$ cat src/rtl/mp_regfile_if.sv
// Register-file port bundle: read ports, two write ports, scoreboard set and busy vector.
interface mp_regfile_if #(
  parameter int unsigned DW = 32,
  parameter int unsigned AW = 5,
  parameter int unsigned NR = 2
);
  logic [NR*AW-1:0] raddr;
  logic [NR*DW-1:0] rdata;
  logic [NR-1:0]    rbusy;
  logic             we0;
  logic [AW-1:0]    wa0;
  logic [DW-1:0]    wd0;
  logic [31:0]      wpc0;
  logic             we1;
  logic [AW-1:0]    wa1;
  logic [DW-1:0]    wd1;
  logic [31:0]      wpc1;
  logic             set_en;
  logic [AW-1:0]    set_addr;
  logic [2**AW-1:0] busy;

  modport master (
    output raddr, we0, wa0, wd0, wpc0, we1, wa1, wd1, wpc1, set_en, set_addr,
    input  rdata, rbusy, busy
  );

  modport slave (
    input  raddr, we0, wa0, wd0, wpc0, we1, wa1, wd1, wpc1, set_en, set_addr,
    output rdata, rbusy, busy
  );
endinterface

$ cat src/rtl/mp_regfile.sv
// Multi-port register file with write-through bypass and per-register pending scoreboard.
// Define RF_TRACE_EN to print a trace line for every accepted write.
module mp_regfile #(
  parameter int unsigned DW = 32,
  parameter int unsigned AW = 5,
  parameter int unsigned NR = 2
) (
  input logic         clk,
  input logic         reset,
  mp_regfile_if.slave bus_io
);
  localparam int unsigned Depth = 2**AW;

  logic [DW-1:0]    regs_q [Depth];
  logic [DW-1:0]    regs_d [Depth];
  logic [Depth-1:0] busy_q, busy_d;
  logic             wr0, wr1;
  logic [AW-1:0]    ra;
  logic             hit0, hit1;

  // Address 0 is hardwired zero, so it never counts as an accepted write.
  assign wr0 = bus_io.we0 && (bus_io.wa0 != '0);
  assign wr1 = bus_io.we1 && (bus_io.wa1 != '0);

  always_comb begin
    regs_d = regs_q;
    if (wr0) regs_d[bus_io.wa0] = bus_io.wd0;
    if (wr1) regs_d[bus_io.wa1] = bus_io.wd1;
    regs_d[0] = '0;
  end

  // Set is applied after clears so a newly issued producer wins over a retiring one.
  always_comb begin
    busy_d = busy_q;
    if (wr0) busy_d[bus_io.wa0] = 1'b0;
    if (wr1) busy_d[bus_io.wa1] = 1'b0;
    if (bus_io.set_en && (bus_io.set_addr != '0)) busy_d[bus_io.set_addr] = 1'b1;
    busy_d[0] = 1'b0;
  end

  always_ff @(posedge clk) begin
    if (reset) begin
      regs_q <= '{default: '0};
      busy_q <= '0;
    end else begin
      regs_q <= regs_d;
      busy_q <= busy_d;
    end
  end

  always_comb begin
    bus_io.rdata = '0;
    bus_io.rbusy = '0;
    ra           = '0;
    hit0         = 1'b0;
    hit1         = 1'b0;
    for (int i = 0; i < int'(NR); i++) begin
      ra   = bus_io.raddr[i*AW +: AW];
      hit0 = wr0 && (bus_io.wa0 == ra);
      hit1 = wr1 && (bus_io.wa1 == ra);
      if (hit1) begin
        bus_io.rdata[i*DW +: DW] = bus_io.wd1;
      end else if (hit0) begin
        bus_io.rdata[i*DW +: DW] = bus_io.wd0;
      end else begin
        bus_io.rdata[i*DW +: DW] = regs_q[ra];
      end
      bus_io.rbusy[i] = busy_q[ra] & ~(hit0 | hit1);
    end
  end

  assign bus_io.busy = busy_q;

`ifdef RF_TRACE_EN
  always_ff @(posedge clk) begin
    if (!reset) begin
      if (bus_io.we0) $display("%d@%h: $%d <= %h", $time, bus_io.wpc0, bus_io.wa0, bus_io.wd0);
      if (bus_io.we1) $display("%d@%h: $%d <= %h", $time, bus_io.wpc1, bus_io.wa1, bus_io.wd1);
    end
  end
`else
  logic unused_wpc;
  assign unused_wpc = ^{bus_io.wpc0, bus_io.wpc1};
`endif
endmodule

$ cat src/flat_wrapper.sv
// flat-port wrapper written by rule: the top's interface ports become plain ports
module mp_regfile_flat 
#(
  parameter int unsigned DW = 32,
  parameter int unsigned AW = 5,
  parameter int unsigned NR = 2
)
  (clk, reset, bus_io_raddr, bus_io_we0, bus_io_wa0, bus_io_wd0, bus_io_wpc0, bus_io_we1, bus_io_wa1, bus_io_wd1, bus_io_wpc1, bus_io_set_en, bus_io_set_addr, bus_io_rdata, bus_io_rbusy, bus_io_busy);
  mp_regfile_if #(.DW(DW), .AW(AW), .NR(NR)) bus_io_i ();
  input logic clk;
  input logic reset;
  input wire logic [$bits(bus_io_i.raddr)-1:0] bus_io_raddr;
  input wire logic [$bits(bus_io_i.we0)-1:0] bus_io_we0;
  input wire logic [$bits(bus_io_i.wa0)-1:0] bus_io_wa0;
  input wire logic [$bits(bus_io_i.wd0)-1:0] bus_io_wd0;
  input wire logic [$bits(bus_io_i.wpc0)-1:0] bus_io_wpc0;
  input wire logic [$bits(bus_io_i.we1)-1:0] bus_io_we1;
  input wire logic [$bits(bus_io_i.wa1)-1:0] bus_io_wa1;
  input wire logic [$bits(bus_io_i.wd1)-1:0] bus_io_wd1;
  input wire logic [$bits(bus_io_i.wpc1)-1:0] bus_io_wpc1;
  input wire logic [$bits(bus_io_i.set_en)-1:0] bus_io_set_en;
  input wire logic [$bits(bus_io_i.set_addr)-1:0] bus_io_set_addr;
  output wire logic [$bits(bus_io_i.rdata)-1:0] bus_io_rdata;
  output wire logic [$bits(bus_io_i.rbusy)-1:0] bus_io_rbusy;
  output wire logic [$bits(bus_io_i.busy)-1:0] bus_io_busy;
  assign bus_io_i.raddr = bus_io_raddr;
  assign bus_io_i.we0 = bus_io_we0;
  assign bus_io_i.wa0 = bus_io_wa0;
  assign bus_io_i.wd0 = bus_io_wd0;
  assign bus_io_i.wpc0 = bus_io_wpc0;
  assign bus_io_i.we1 = bus_io_we1;
  assign bus_io_i.wa1 = bus_io_wa1;
  assign bus_io_i.wd1 = bus_io_wd1;
  assign bus_io_i.wpc1 = bus_io_wpc1;
  assign bus_io_i.set_en = bus_io_set_en;
  assign bus_io_i.set_addr = bus_io_set_addr;
  assign bus_io_rdata = bus_io_i.rdata;
  assign bus_io_rbusy = bus_io_i.rbusy;
  assign bus_io_busy = bus_io_i.busy;
  mp_regfile #(.DW(DW), .AW(AW), .NR(NR)) u_core (.clk(clk), .reset(reset), .bus_io(bus_io_i));
endmodule
$ cat config.mk
export PLATFORM = sky130hd
export DESIGN_NAME = mp_regfile_flat
export DESIGN_NICKNAME = d
export VERILOG_FILES = /design/src/rtl/mp_regfile_if.sv /design/src/rtl/mp_regfile.sv /design/src/flat_wrapper.sv
export SDC_FILE = /design/constraint.sdc
export NUM_CORES = 2
export LEC_CHECK = 0
export CORE_ASPECT_RATIO = 1.25
export CORE_MARGIN = 2
export CORE_UTILIZATION = 62
export CTS_BUF_LIST = sky130_fd_sc_hd__clkbuf_16
export CTS_CLUSTER_SIZE = 28
export DETAILED_ROUTE_END_ITERATION = 8
export PLACE_DENSITY_LB_ADDON = 0.12
export RECOVER_POWER = 100
export SKIP_LAST_GASP = 1
export SLEW_MARGIN = 30
export SYNTH_ARGS = -nofsm -noshare
export SYNTH_HDL_FRONTEND = slang
export SYNTH_SLANG_ARGS = --single-unit
$ cat constraint.sdc
create_clock -name clk -period 3.9 [get_ports clk]
set_clock_uncertainty 0.05 [all_clocks]
set_input_delay 0.78 -clock clk [delete_from_list [all_inputs] [get_ports clk]]
set_output_delay 0.78 -clock clk [all_outputs]
set_load 0.01 [all_outputs]
==> metrics <==
commonest non-fill, non-tap cell in the layout=dfxtp_1; VDD IR max=0.3827 mV; Hold Crit Class=register to register; crit path DAT=3.20 ns; Synth area leader=dfxtp_1; CTS tree=built; CTS root buffer=clkbuf_16; Post-Syn Nets=7139; failing checks=capacitance limit, slew limit, setup timing; Crit. path cell count=9; Achievable Freq=0.2484 GHz; Avg WL per Cell=33.70 um; clk_lat worst skew=0.73 ns; drc violations=0; final WL=280300 um; vias in the first global route=62570; CP most frequent cell=clkdlybuf4s50_1; Slew Limit Fails=194; IO Port Bufs=190; Synth cell types=56; grt total ovfl=0; CTS buffer count=107; Nets=7050; antenna violations before repair=17; Slew HR=-0.4020; Seq/Total Area, Yosys=0.3236; Slowest-stage cell, CP=clkdlybuf4s50_1; Die Width=289.8 um; pre-CTS setup slack=-0.6098 ns; initial core utilization=0.6227; Synth warnings=0; Finish-stage setup viols=15; DRT Pass-1 Iters=8; Fillers=7398; die area=104700 sq um; Leakage=25.35 nW; core area=101600 sq um; cts hold-fix bufs=0; pin count of the biggest net entering global routing=105; Post-Syn Instances=6981; io pins=256; final period utilization=1.032; crit-path max FO=15; Pwr Total=24.98 mW; DP Wirelength=175100 um; hold depth=2; Worst Path Buf+Inv=4; CTS Sinks=1023; Chip Height=361.2 um; GRT Total Usage=0.5224; ys async rst share=0; first-pass GRT wire length=407500 um; Worst-path clk slew=0.06 ns; H-tree levels=3; Max Cap Violations=5; Initial DRC Count=11220; flop2flop setup slack=2.93 ns; Worst Hold Path EP=u_core.regs_q[901]; Area Growth Syn to Fin=16.53%; Worst Hold Launch=u_core.regs_q[901]; Cell Area, Synth=63280 sq um; biggest cell delay along the critical path=0.54 ns; CP Cell Sequence=clkdlybuf4s50_1, nor2_1, a2111o_1, or2_4, buf_6, nand3_1, o311ai_4, buf_4, clkdlybuf4s50_1; EDFF count, synth=0; final core utilization=0.7257; required time of the worst setup path=3.07 ns; ratio of cells with drive above 1 in the final layout=0.2213; RSZ-0062 raised after global routing=yes; critical path class=input pin to output port; most frequent cells in the layout=dfxtp_1 (1023), nor2_1 (998), nand3_1 (564); top_reg_cell synth=dfxtp_1; ANT nets after route=0; Vias=65220; status=finished, violations left; total power per unit cell area=338.8 nW/um^2; FF-to-FF path depth=2; Worst-Margin Slew=2.103 ns; #FFs+latches synth=1023; Crit path max-delay family=buffers and inverters; Mean Syn Cell Area=9.065 sq um; Final Hold Viols=0; row count=131; startpoint types=input pin; vias per cell=7.841; GPL Wtd Cong=1.013; Synth top area share=0.3236; top post-synthesis cells by area=dfxtp_1 (32%), mux4_2 (17%), mux2i_1 (8.7%), a311oi_1 (6.6%), a211oi_1 (6.3%); Min Clock Period, post-route=4.025 ns; Clock Path Buffers=3; R2R Path Start=u_core.regs_q[777]; setup ws final=-0.1252 ns; Crit. End Element=output port; R2R Path End=u_core.regs_q[777]
==> cells by family after synthesis <==
kind of cell	after synthesis	synth area share
mux	1112	0.2724
other cells	1	0.00005926
simple gates	2339	0.1573
flops	1023	0.3236
buf+inv	1042	0.06636
compound gates	1444	0.1775
xor+xnor	20	0.002768
==> sequential cells by signal, indices dropped and copies added (netlist names) <==
register            count
u_core.bus_io.busy     31
u_core.regs_q         992
==> cell usage after synthesis, types with 42 or more instances <==
cell / count
a211oi_1: 528
a21oi_1: 105
a221oi_1: 48
a22oi_1: 97
a311oi_1: 480
buf_1: 94
buf_2: 143
clkbuf_1: 776
dfxtp_1: 1023
mux2_2: 82
mux2i_1: 550
mux4_2: 480
nand2_1: 606
nand3_1: 567
nand3b_1: 42
nor2_1: 1013
==> metrics by stage <==
stage / cells / TNS (ns) / hold slack [ns] / cell area, sq um
final: 8318 / -0.6109 / 0.4457 / 73740
after global routing: 8311 / -0.4878 / 0.4667 / 73730
after CTS: 8287 / -1.010 / 0.4456 / 73420
after detailed placement: 8064 / -24.16 / 0.4324 / 69510
after global placement: 8061 / -24.50 / 0.4252 / 69450
after floorplan: 6981 / 0 / 0.4145 / 63280
==> final cells by class <==
cell class / instances / area, sq um / share of cell area
Inverter: 4 / 15.01 / 0.0002036
Multi-Input combinational cell: 4916 / 39330 / 0.5334
Clock buffer: 110 / 2753 / 0.03733
Clock inverter: 85 / 604.3 / 0.008195
Sequential cell: 1023 / 20480 / 0.2777
Antenna cell: 10 / 25.02 / 0.0003393
Timing Repair Buffer: 840 / 8869 / 0.1203
Tap cell: 1330 / 1664 / 0.02257
==> layer usage <==
metal / vias up / GRT usage / part of all wire
met3: 1932 / 0.2198 / 0.17
met1: 30890 / 0.6339 / 0.32
li1: 26160 / - / -
met2: 6224 / 0.7275 / 0.41
met5: - / 0 / 0.00042
met4: 20 / 0.4025 / 0.098
==> where the power goes <==
| part | total (mW) | leakage [nW] | internal [mW] | switching, mW |
|---|---|---|---|---|
| logic | 3.84 | 15.3 | 1.47 | 2.37 |
| registers | 10.8 | 8.27 | 10.7 | 0.167 |
| clock network | 10.3 | 1.75 | 5.60 | 4.72 |
==> how the worst max path moves through the flow <==
stage                    start                to  slack [ns]
2_1_floorplan    bus_io_wa0[4]  bus_io_rdata[10]        0.46
3_3_place_gp     bus_io_wa0[1]  bus_io_rdata[10]       -0.64
3_5_place_dp     bus_io_wa0[1]  bus_io_rdata[10]       -0.61
4_1_cts        bus_io_raddr[0]  bus_io_rdata[16]       -0.10
5_1_grt          bus_io_wa1[0]   bus_io_rdata[1]       -0.15
6_report         bus_io_wa1[0]   bus_io_rdata[1]       -0.13
==> worst register-to-register path, delay by kind of cell, from the launching register on <==
kind             cells  cell delay (ns)
AND/OR/NAND/NOR      1             0.07
flip-flops           1             0.37
AO/OA/AOI/OAI        1             0.36
==> what timing repair did <==
action                                  CTS  global route
endpoints found under the setup margin   66            48
resized for setup                       201            69
gates cloned                              5             2
setup buffers                            24            20
pin swaps                                 6            10
Power figures use the tool's default switching activity.
